## src/rtl/sincos_nco_mc.sv

```systemverilog
// Time-multiplexed multi-channel sin/cos NCO: per-channel phase accumulators,
// quarter-wave fold, external coarse/slope ROM and linear interpolation.

module sincos_nco_mc_ch (
  input  logic        c,
  input  logic        rn,
  input  logic        inc,
  input  logic        wr_f,
  input  logic        wr_p,
  input  logic [31:0] wd,
  input  logic        ws,
  output logic [25:0] phase_hi,
  output logic        sel
);
  logic [31:0] phase_q, phase_d, freq_q, freq_d;
  logic        sel_q, sel_d;

  // A phase write in the same cycle as this channel's increment wins.
  always_comb begin
    phase_d = phase_q;
    freq_d  = freq_q;
    sel_d   = sel_q;
    if (wr_p)     phase_d = wd;
    else if (inc) phase_d = phase_q + freq_q;
    if (wr_f) begin
      freq_d = wd;
      sel_d  = ws;
    end
  end

  always_ff @(posedge c or negedge rn) begin
    if (!rn) begin
      phase_q <= '0;
      freq_q  <= '0;
      sel_q   <= 1'b0;
    end else begin
      phase_q <= phase_d;
      freq_q  <= freq_d;
      sel_q   <= sel_d;
    end
  end

  assign phase_hi = phase_q[31:6];
  assign sel      = sel_q;
endmodule

module sincos_nco_mc #(
  parameter int NCH     = 4,
  parameter int NBO     = 23,
  parameter int ROM_LAT = 2,
  parameter int CW      = $clog2(NCH)
) (
  input  logic                  c,
  input  logic                  rn,
  input  logic                  en,
  input  logic                  we,
  input  logic                  wsel,
  input  logic [CW-1:0]         wa,
  input  logic [31:0]           wd,
  input  logic                  ws,
  output logic [9:0]            rom_a,
  input  logic [34:0]           rom_d,
  output logic signed [NBO-1:0] o,
  output logic [CW-1:0]         och,
  output logic                  ov
);
  localparam int DL     = ROM_LAT + 1;  // stage where rom_d lines up with its address
  localparam int STAGES = DL + 2;

  typedef struct packed {
    logic [13:0]   f;
    logic          neg;
    logic [CW-1:0] ch;
  } meta_t;

  logic [NCH-1:0][25:0] phase_hi;
  logic [NCH-1:0]       sel;

  logic [CW-1:0]        k_q, k_d;
  logic [9:0]           rom_a_q, rom_a_d;
  logic [STAGES:1]      vld_pipe_q, vld_pipe_d;
  meta_t [DL:1]         meta_q, meta_d;
  logic [21:0]          cf_q, cf_d;
  logic [26:0]          prod_q, prod_d;
  logic                 neg_m_q, neg_m_d;
  logic [CW-1:0]        ch_m_q, ch_m_d;
  logic signed [NBO-1:0] o_q, o_d;
  logic [CW-1:0]        och_q, och_d;

  logic [25:0]          p_hi, pf;
  logic                 sel_k, mir;
  logic [9:0]           idx;
  meta_t                fold_m;
  logic [35:0]          m;
  logic [36:0]          mx, v;

  for (genvar i = 0; i < NCH; i++) begin : g_ch
    sincos_nco_mc_ch u_ch (
      .c        (c),
      .rn       (rn),
      .inc      (en && (k_q == CW'(i))),
      .wr_f     (we && !wsel && (wa == CW'(i))),
      .wr_p     (we && wsel && (wa == CW'(i))),
      .wd       (wd),
      .ws       (ws),
      .phase_hi (phase_hi[i]),
      .sel      (sel[i])
    );
  end

  always_comb begin
    p_hi  = '0;
    sel_k = 1'b0;
    for (int i = 0; i < NCH; i++)
      if (k_q == CW'(i)) begin
        p_hi  = phase_hi[i];
        sel_k = sel[i];
      end
    // Sine is cosine delayed by a quarter turn (2^30 >> 6 in the upper field).
    pf          = sel_k ? p_hi - 26'h100_0000 : p_hi;
    mir         = pf[24];
    idx         = mir ? ~pf[23:14] : pf[23:14];
    fold_m.f    = mir ? ~pf[13:0] : pf[13:0];
    fold_m.neg  = pf[25] ^ pf[24];
    fold_m.ch   = k_q;

    k_d     = k_q;
    rom_a_d = rom_a_q;
    if (en) begin
      k_d     = (k_q == CW'(NCH - 1)) ? '0 : k_q + CW'(1);
      rom_a_d = idx;
    end
    vld_pipe_d = {vld_pipe_q[STAGES-1:1], en};
    meta_d     = {meta_q[DL-1:1], fold_m};

    cf_d    = cf_q;
    prod_d  = prod_q;
    neg_m_d = neg_m_q;
    ch_m_d  = ch_m_q;
    if (vld_pipe_q[DL]) begin
      cf_d    = rom_d[34:13];
      prod_d  = 27'(rom_d[12:0]) * 27'(meta_q[DL].f);
      neg_m_d = meta_q[DL].neg;
      ch_m_d  = meta_q[DL].ch;
    end

    m  = {cf_q, 14'b0} - 36'(prod_q);
    mx = {1'b0, m};
    v  = neg_m_q ? ~mx + 37'd1 : mx;

    o_d   = o_q;
    och_d = och_q;
    if (vld_pipe_q[DL+1]) begin
      o_d   = NBO'($signed(v) >>> (37 - NBO));
      och_d = ch_m_q;
    end
  end

  always_ff @(posedge c or negedge rn) begin
    if (!rn) begin
      k_q        <= '0;
      rom_a_q    <= '0;
      vld_pipe_q <= '0;
      meta_q     <= '0;
      cf_q       <= '0;
      prod_q     <= '0;
      neg_m_q    <= 1'b0;
      ch_m_q     <= '0;
      o_q        <= '0;
      och_q      <= '0;
    end else begin
      k_q        <= k_d;
      rom_a_q    <= rom_a_d;
      vld_pipe_q <= vld_pipe_d;
      meta_q     <= meta_d;
      cf_q       <= cf_d;
      prod_q     <= prod_d;
      neg_m_q    <= neg_m_d;
      ch_m_q     <= ch_m_d;
      o_q        <= o_d;
      och_q      <= och_d;
    end
  end

  assign rom_a = rom_a_q;
  assign o     = o_q;
  assign och   = och_q;
  assign ov    = vld_pipe_q[STAGES];
endmodule
```

## config.mk

```make
export PLATFORM = sky130hd
export DESIGN_NAME = sincos_nco_mc
export DESIGN_NICKNAME = d
export VERILOG_FILES = /design/src/rtl/sincos_nco_mc.sv
export SDC_FILE = /design/constraint.sdc
export NUM_CORES = 1
export LEC_CHECK = 0
export ABC_AREA = 0
export BUFFER_PORTS_ARGS = -buffer_cell sky130_fd_sc_hd__buf_2
export CORE_MARGIN = 1.5
export CORE_UTILIZATION = 51
export CTS_BUF_LIST = sky130_fd_sc_hd__clkbuf_2 sky130_fd_sc_hd__clkbuf_4 sky130_fd_sc_hd__clkbuf_8
export CTS_CLUSTER_DIAMETER = 30
export CTS_CLUSTER_SIZE = 14
export DETAILED_ROUTE_END_ITERATION = 8
export PLACE_DENSITY = 0.72
export SETUP_SLACK_MARGIN = 0.5
export SLEW_MARGIN = 20
export SYNTH_ARGS = -nofsm -noshare
export SYNTH_HDL_FRONTEND = slang
export SYNTH_SLANG_ARGS = --single-unit
```

## constraint.sdc

```tcl
create_clock -name c -period 17.75 [get_ports c]
set_clock_uncertainty 0.15 [all_clocks]
set_input_delay 3.55 -clock c [delete_from_list [all_inputs] [get_ports c]]
set_output_delay 3.55 -clock c [all_outputs]
set_load 0.03 [all_outputs]
```

-- Word level (Yosys, flattened, before mapping)
Index checks and enable logic that the tools add are counted.
- reductions and logical operators: 21
- $add $sub $neg: 8
- mux-type cells: 21
- bitwise logic cells: 4
- eq/ne operators: 6
- multipliers: 1
- operators by type and width (operator ; count):
    two-way mux 32 bit ; 8
    two-way mux 26 bit ; 5
    adder 32 bit ; 4
    adder 37 x 1 -> 37 bit, second input constant ; 1
    two-way mux 37 bit ; 1
    NOT 36 -> 37 bit ; 1
    subtractor 36 x 27 -> 36 bit ; 1
    multiplier 13 x 14 -> 27 bit ; 1
    subtractor 26 x 25 -> 26 bit, second input constant ; 1
    logical AND 1 bit ; 14
    two-way mux 14 bit ; 1
    NOT 14 bit ; 1
    two-way mux 10 bit ; 1
    NOT 10 bit ; 1
    == test 2 bit, second input constant ; 4
    nonzero test 2 bit ; 4
    == test 2 x 1 -> 1 bit, second input constant ; 2
    logical NOT 2 bit ; 2
    two-way mux 1 bit ; 4
    adder 2 x 1 -> 2 bit, second input constant ; 1
    two-way mux 2 bit ; 1
    logical NOT 1 bit ; 1
    bitwise XOR 1 bit ; 1
- flip-flop bits (word level): 405
- output and inout bits: 36
- word-level logic and storage cells: 91
- input port bits: 75

-- Logic depth before layout (Yosys ltp)
Gate-level depths: netlist of run 1.
- depth in word-level cells: 9
- mapped depth: 23
- depth with buffers taken out: 22

-- Hierarchy
From an unflattened synthesis of run 1, not the netlist that was laid out.
- cell total of the unflattened synthesis: 3378
- area, all modules: 32258.4 sq um
- modules (own cells, without submodules) (module ; seq. area each (sq um) ; times used ; area an instance (sq um) ; cells each):
    sincos_nco_mc_ch ; 1626.6 ; 4 ; 4544.4 ; 456
    sincos_nco_mc ; 3628.5 ; 1 ; 14081.0 ; 1554

-- Worst setup path before layout of run 1
No wires, ideal clock.
- path type: input to register
- start point: in rom_d[4]
- end point: reg prod_q[26]
- buffers on the path: 1
- required time: 17.467 ns
- arrival: 9.181 ns
- library setup time: 0.133 ns
- slack: 8.286 ns
- stages: 21
- cell sequence: clkbuf_1 > nand2_1 > fa_1 > fa_1 > fa_1 > inv_1 > fa_1 > inv_1 > fa_1 > inv_1 > ha_1 > a21o_1 > a31o_2 > a2111oi_0 > nor3_1 > and4_1 > o41ai_1 > o21ai_0 > o31ai_1 > xnor2_1 > a21oi_1
- word-level cells in the longest chain between the ends: 1
- RTL lines (element ; line ; text):
    from (decl) ; 62 ; input logic [34:0] rom_d,
    multiplier 13 x 14 -> 27 bit ; 142 ; prod_d = 27'(rom_d[12:0]) * 27'(meta_q[DL].f);
    to (signal assigned) ; 177 ; prod_q <= prod_d;
    to (decl) ; 84 ; logic [26:0] prod_q, prod_d;
No other way between the ends.
A chain may end at the register's enable or synchronous reset.

-- Worst setup path after layout of run 1
Ends and elaborated chain as after synthesis.

==> summary.txt, run 1 <==
Worst setup path
  – Critical path type: input port to register
  – Cell repeated most along the worst path: fa_1
  – CP Capture Type: register
  – Data required, critical path: 18.12 ns
  – CP Max Fanout: 14
  – Arrival @ worst endpoint: 9.58 ns
  – CP Launch Type: input port
  – CP max stage delay: 0.59 ns
  – Critical path buffers and inverters: 4
  – CP top delay family: adder cells
  – Crit-path cells: buf_2 > nand2_1 > fa_1 > fa_1 > fa_1 > inv_1 > fa_1 > inv_1 > fa_1 > inv_1 > ha_1 > a21o_1 > a31o_2 > a2111oi_0 > nor3_1 > and4_1 > o41ai_1 > o21ai_0 > o31ai_1 > xnor2_1 > a21oi_1
  – Worst reg2reg setup slack: 10.90 ns
  – Crit-path slowest cell: fa_1

CTS
  – Hold Buf Count CTS: 0
  – H-Tree Depth: 3
  – Num CTS Buffers: 89
  – CTS Sinks: 405
  – Clock root buffer: clkbuf_8
  – CTS tree: built
  – Postcts setup bufs: 0
  – Clock buffer depth: 3
  – Clock-pin slew on the worst setup and hold paths: 0.06 ns
  – Worst-Skew Late Latency: 0.69 ns
  – Post-CTS Resized: 0

Yosys
  – Xor/xnor cell area share of the yosys netlist: 5.09%
  – Compound-Gate Fraction of Synth Area: 16.5%
  – Synth top area share: 33.4%
  – Post-Synth Simple-Gate Area: 15.4%
  – Synth top cells by count: dfrtp_1 (405), nand2_1 (337), a21oi_1 (312)
  – Syn Area/Cell: 9.11 µm²
  – Synth Area in Adders: 17.8%
  – Seq/Total Area, Yosys: 33.4%
  – Post-synthesis register bit count: 405
  – Syn nets: 3750
  – Mapped Area: 0.0303 mm²
  – EDFF count, synth: 0
  – Post-synthesis mux area share: 6.95%
  – Top-count cell post-synth: dfrtp_1
  – Mapped Cells: 3325
  – Synth cell types: 70
  – Top_reg_cell synth: dfrtp_1
  – Syn. warnings: 0
  – FFs w/ async S/R, synth: 100%
  – Dominant cells by area after synthesis: dfrtp_1 (33%), fa_1 (9.0%), ha_1 (8.8%)
  – Area leader, netlist: dfrtp_1
  – Main combinational cell family by area after synthesis: adder cells

STA
  – Final setup viols: 0
  – Final Max Tran Viols: 0
  – Final Critical Period: 9.21 ns
  – Worst slew margin: 18.3%
  – Slew @ Worst Pin: 1.19 ns
  – Final setup TNS: 0 ns
  – Final Hold Viols: 0
  – Fmax: 109 MHz
  – RSZ-0062 raised after global routing: false
  – Final period utilization: 51.9%

Global route
  – Vias in the first global route: 23900
  – Largest net degree at the start of global routing: 182
  – Gr usage total: 25.2%
  – Antenna violations before repair: 2
  – First-pass GRT wire length: 123 mm
  – Remaining Overflow, GRT: 0

Die
  – Die height: 247 µm
  – Die width: 247 µm
  – Starting Density: 51.4%
  – Core area: 0.0589 mm²
  – Die ar.: 0.0609 mm²
  – I/O pins: 111
  – # rows: 89

Drt
  – DRC errors left: 0
  – DR WL/cell: 17.7 µm
  – Pre-antenna DRT Iters: 5
  – Via Count: 24200
  – Routed via count divided by cell count: 5.71
  – Detail Route Antenna Nets: 0
  – Post-Route WL: 75.0 mm
  – 1st-iter DRT viols: 1658

Placement
  – Placer Congestion: 0.946
  – Total placed cells including tap cells: 4074
  – Final HPWL from detailed placement: 53.9 mm
  – Port Buf Inserts: 110

Final layout
  – FILL cells: 5234
  – Nets: 3819
  – Non-filler cells, final: 4241
  – Layout area overhead: 11.4%
  – Layout cells sized above 1: 14.6%
  – Ant diodes: 0

Worst hold path
  – Worst min-delay path class: register to register

Run status
  – Status: complete, no violations

Flow run
  – MaxCap Viol Count: 0
registers in the layout, summed over array words and instances (netlist names):
| signal | count |
|---|---|
| o | 23 |
| cf_q | 22 |
| neg_m_q | 1 |
| rom_a | 10 |
| prod_q | 27 |
| g_ch.u_ch.phase_q | 128 |
| k_q | 2 |
| vld_pipe_q | 5 |
| och | 2 |
| meta_d | 34 |
| ch_m_q | 2 |
| g_ch.u_ch.sel | 4 |
| meta_q | 17 |
| g_ch.u_ch.freq_q | 128 |
per-layer routing:
| metal | vias up | GRT usage, % | wire (µm) |
|---|---|---|---|
| li1 | 11700 | - | - |
| met1 | 11800 | 33.0 | 32500 |
| met2 | 619 | 42.8 | 36500 |
| met3 | 148 | 3.86 | 3920 |
| met4 | 0 | 8.05 | 2090 |
| met5 | - | 0 | 0 |
worst paths after layout:
path                            depth (start not counted)  startpoint                        to
worst max-delay path                                   21    rom_d[4]                prod_q[26]
worst min-delay path                                    0  meta_d[17]                meta_d[34]
min in group asynchronous                               1          rn                prod_q[11]
worst max register to register                         20  meta_q[43]                prod_q[26]
worst min register to register                          0  meta_d[17]                meta_d[34]
max in group asynchronous                               3          rn  g_ch[0].u_ch.phase_q[21]
cell type report:
class	instances	area, µm²	share of cell area (%)
multi-input combinational	2530	18800	55.6
sequential	405	10100	30.0
clock buffer	107	1430	4.23
tap	773	967	2.87
inverter	238	893	2.65
clock inverter	58	803	2.38
timing repair buffer	130	756	2.24
stage by stage:
step | hold slack [ns] | utilization, % | setup WS, ns | instance area (µm²)
floorplan | 0.181 | - | 8.29 | 30300
global placement | 0.181 | 53.4 | 7.97 | 31500
detailed placement | 0.185 | 53.4 | 7.89 | 31500
CTS | 0.191 | 57.2 | 8.55 | 33700
global route | 0.195 | 57.3 | 8.10 | 33800
finish | 0.194 | 57.3 | 8.54 | 33800
cell families after synthesis:
family | after synthesis
AO/OA/AOI/OAI | 828
XOR/XNOR | 176
adder cells (fa/ha/maj) | 350
buffers and inverters | 390
flip-flops | 405
multiplexers | 189
AND/OR/NAND/NOR | 987
worst register-to-register path: stages, from the launching register on:
cell and delay (ns):
dfrtp_1 0.74, nand2_1 0.18, fa_1 0.48, fa_1 0.52
fa_1 0.56, inv_1 0.06, fa_1 0.52, inv_1 0.06
fa_1 0.53, inv_1 0.04, ha_1 0.33, a21o_1 0.19
a31o_2 0.25, a2111oi_0 0.38, nor3_1 0.17, and4_1 0.27
o41ai_1 0.53, o21ai_0 0.24, o31ai_1 0.28, xnor2_1 0.15
a21oi_1 0.08
cell usage in the layout (no fill, tap or decap), types with 17 or more instances in the layout:
master	synthesis	layout
a211oi_1	28	28
a21o_1	60	60
a21oi_1	312	312
a22oi_1	31	31
a31oi_1	38	38
and2_1	97	97
and3_1	22	22
buf_2	0	109
buf_4	0	17
clkbuf_8	0	100
dfrtp_1	405	404
fa_1	136	136
ha_1	214	212
inv_1	238	238
mux2_2	171	171
mux2i_1	18	18
nand2_1	337	336
nand2b_1	28	28
nand3_1	65	65
nand4_1	25	25
nor2_1	260	255
nor2b_1	28	27
nor3_1	41	39
o21a_1	22	22
o21ai_0	203	203
o31ai_1	17	17
xnor2_1	112	112
xor2_1	64	63
Power of run 1 is left out: the tool's default activity adds up to more than one toggle a clock period on the data nets, which glitch-free logic cannot reach.
==> inputs of run 2 (changes only) <==
Settings changed: PLACE_DENSITY 0.72 to 0.74.
Clock period 17.75 ns to 8.4 ns, I/O delays scaled along.
==> run 2 against run 1 <==
Against the previous run: core utilization decreased by 0.39 points; sequential cell count unchanged; global-route usage decreased by 0.56 points; final area decreased by 0.68%; first-iteration DRC count decreased by 16%; non-clock buffer count increased by 2; setup slack got worse by 7.5 ns; critical endpoint unchanged; register-to-register slack got worse by 9.3 ns; largest cell class unchanged.
==> summary.txt, run 2 (synthesis gave the netlist of run 1 again) <==
Global route
  – Antenna violations before repair: 1 (was 2)
  – Gr usage total: 24.7% (was 25.2%)
  – Remaining Overflow, GRT: 0 (unchanged)
  – First-pass GRT wire length: 122 mm (was 123 mm)
  – Vias in the first global route: 24200 (was 23900)
  – Largest net degree at the start of global routing: 87 (was 182)

STA
  – Final Hold Viols: 0 (unchanged)
  – Final setup TNS: 0 ns (unchanged)
  – RSZ-0062 raised after global routing: false (unchanged)
  – Final Critical Period: 7.34 ns
  – Final period utilization: 87.4%
  – Worst slew margin: 25.8% (was 18.3%)
  – Min Hold Slack: 0.182 ns (was 0.194 ns)
  – Fmax: 136 MHz
  – Slew @ Worst Pin: 1.09 ns (was 1.19 ns)
  – Final setup viols: 0 (unchanged)
  – Final Max Tran Viols: 0 (unchanged)

CTS
  – H-Tree Depth: 3 (unchanged)
  – CTS tree: built (unchanged)
  – Post-CTS Resized: 0 (unchanged)
  – Clock-pin slew on the worst setup and hold paths: 0.06 ns (about the same)
  – Worst-Skew Late Latency: 0.71 ns (was 0.69 ns)
  – CTS Sinks: 405 (unchanged)
  – Postcts setup bufs: 0 (unchanged)
  – Clock root buffer: clkbuf_8 (unchanged)
  – Num CTS Buffers: 87 (was 89)
  – Hold Buf Count CTS: 0 (unchanged)
  – Clock buffer depth: 3 (unchanged)

Worst setup path
  – Critical path type: input port to register (unchanged)
  – Cell repeated most along the worst path: fa_1 (unchanged)
  – RR Startpoint: meta_q[44] (was meta_q[43])
  – Crit-path slowest cell: fa_1 (unchanged)
  – CP Capture Type: register (unchanged)
  – Critical path launch point: rom_d[4] (unchanged)
  – Data required, critical path: 8.77 ns (was 18.12 ns)
  – CP Max Fanout: 14 (unchanged)
  – CP Launch Type: input port (unchanged)
  – Crit-path cells: buf_2 > nand2_1 > fa_1 > fa_1 > fa_1 > inv_1 > fa_1 > inv_1 > fa_1 > inv_1 > ha_1 > a21o_1 > a31o_2 > a2111oi_0 > nor3_1 > and4_1 > o41ai_1 > o21ai_0 > o31ai_1 > xnor2_1 > a21oi_1 (unchanged)
  – Arrival @ worst endpoint: 7.71 ns (was 9.58 ns)
  – R2R depth: 20 (unchanged)
  – CP max stage delay: 0.59 ns (about the same)
  – Worst reg2reg setup slack: 1.64 ns (was 10.90 ns)

Final layout
  – Non-filler cells, final: 4241 (unchanged)
  – Nets: 3819 (unchanged)
  – Commonest non-fill, non-tap cell in the layout: dfrtp_1 (unchanged)
  – Util after Layout: 56.9% (was 57.3%)
  – Layout area overhead: 10.6% (was 11.4%)
  – Layout cells sized above 1: 14.6% (about the same)
  – Most frequent cells in the layout: dfrtp_1 (404), nand2_1 (336), a21oi_1 (312), nor2_1 (255), inv_1 (238) (unchanged)

Worst hold path
  – Min-delay src: meta_d[28] (was meta_d[17])
  – Worst min-delay path class: register to register (unchanged)
  – Hold path cells: 0 (unchanged)

Die
  – Starting Density: 51.4% (unchanged)
  – # rows: 89 (unchanged)
  – Die width: 247 µm (unchanged)
  – I/O pins: 111 (unchanged)
  – Die height: 247 µm (unchanged)
  – Die ar.: 0.0609 mm² (unchanged)
  – Core area: 0.0589 mm² (unchanged)

Placement
  – Placer Congestion: 0.964 (was 0.946)
  – Port Buf Inserts: 110 (unchanged)
  – Total placed cells including tap cells: 4076 (was 4074)
  – Final HPWL from detailed placement: 53.5 mm (was 53.9 mm)

Drt
  – Routed via count divided by cell count: 5.69 (was 5.71)
  – DRC errors left: 0 (unchanged)
  – DR WL/cell: 17.3 µm (was 17.7 µm)
  – Via Count: 24100 (was 24200)
  – Pre-antenna DRT Iters: 5 (unchanged)
  – Post-Route WL: 73.2 mm (was 75.0 mm)
  – 1st-iter DRT viols: 1401 (was 1658)
  – Detail Route Antenna Nets: 0 (unchanged)

Run status
  – Status: complete, no violations (unchanged)

Flow run
  – MaxCap Viol Count: 0 (unchanged)
[run 2: changes by cell type in the layout (fill, tap and decap cells not counted), sizes merged]
cell | previous run | this run
bufinv | 16 | 7
clkinvlp | 15 | 19
diode | 0 | 1
clkbuf | 107 | 99
inv | 246 | 247
clkinv | 19 | 28
buf | 130 | 132
[run 2: metrics by stage]
step	cell area [µm²]	setup WS, ns
after floorplan	30300	0.806
after CTS	33500	1.10
after global routing	33500	0.705
after detailed placement	31500	0.380
after global placement	31500	0.483
final	33500	1.06
[run 2: routing by layer]
layer	global-route usage, %	vias up	wire (µm)
met3	3.55	142	3560
met5	0	-	0
met4	8.45	0	2000
met1	31.9	11700	32300
met2	42.2	609	35400
li1	-	11700	-
[run 2: area by class of cell]
cell class / count / area (µm²)
timing repair buffer: 132 / 766
antenna: 1 / 2.50
inverter: 238 / 893
clock buffer: 99 / 1340
fill: 5199 / 25400
sequential: 405 / 10100
clock inverter: 63 / 646
multi-input combinational: 2530 / 18800
tap: 773 / 967
[run 2: path summary, 6_finish.rpt]
kind | to
max reg2reg | prod_q[26]
min reg2reg | meta_d[45]
min in group asynchronous | g_ch[3].u_ch.freq_q[3]
min | meta_d[45]
max | prod_q[26]
max in group asynchronous | g_ch[0].u_ch.phase_q[3]
[run 2: critical path, delay by kind of cell]
| family | cells | cell delay (ns) |
|---|---|---|
| AO/OA/AOI/OAI | 7 | 1.90 |
| XOR/XNOR | 1 | 0.15 |
| adder cells (fa/ha/maj) | 6 | 3.01 |
| buffers and inverters | 4 | 0.42 |
| AND/OR/NAND/NOR | 3 | 0.56 |
Power of run 2 is left out for the same reason.
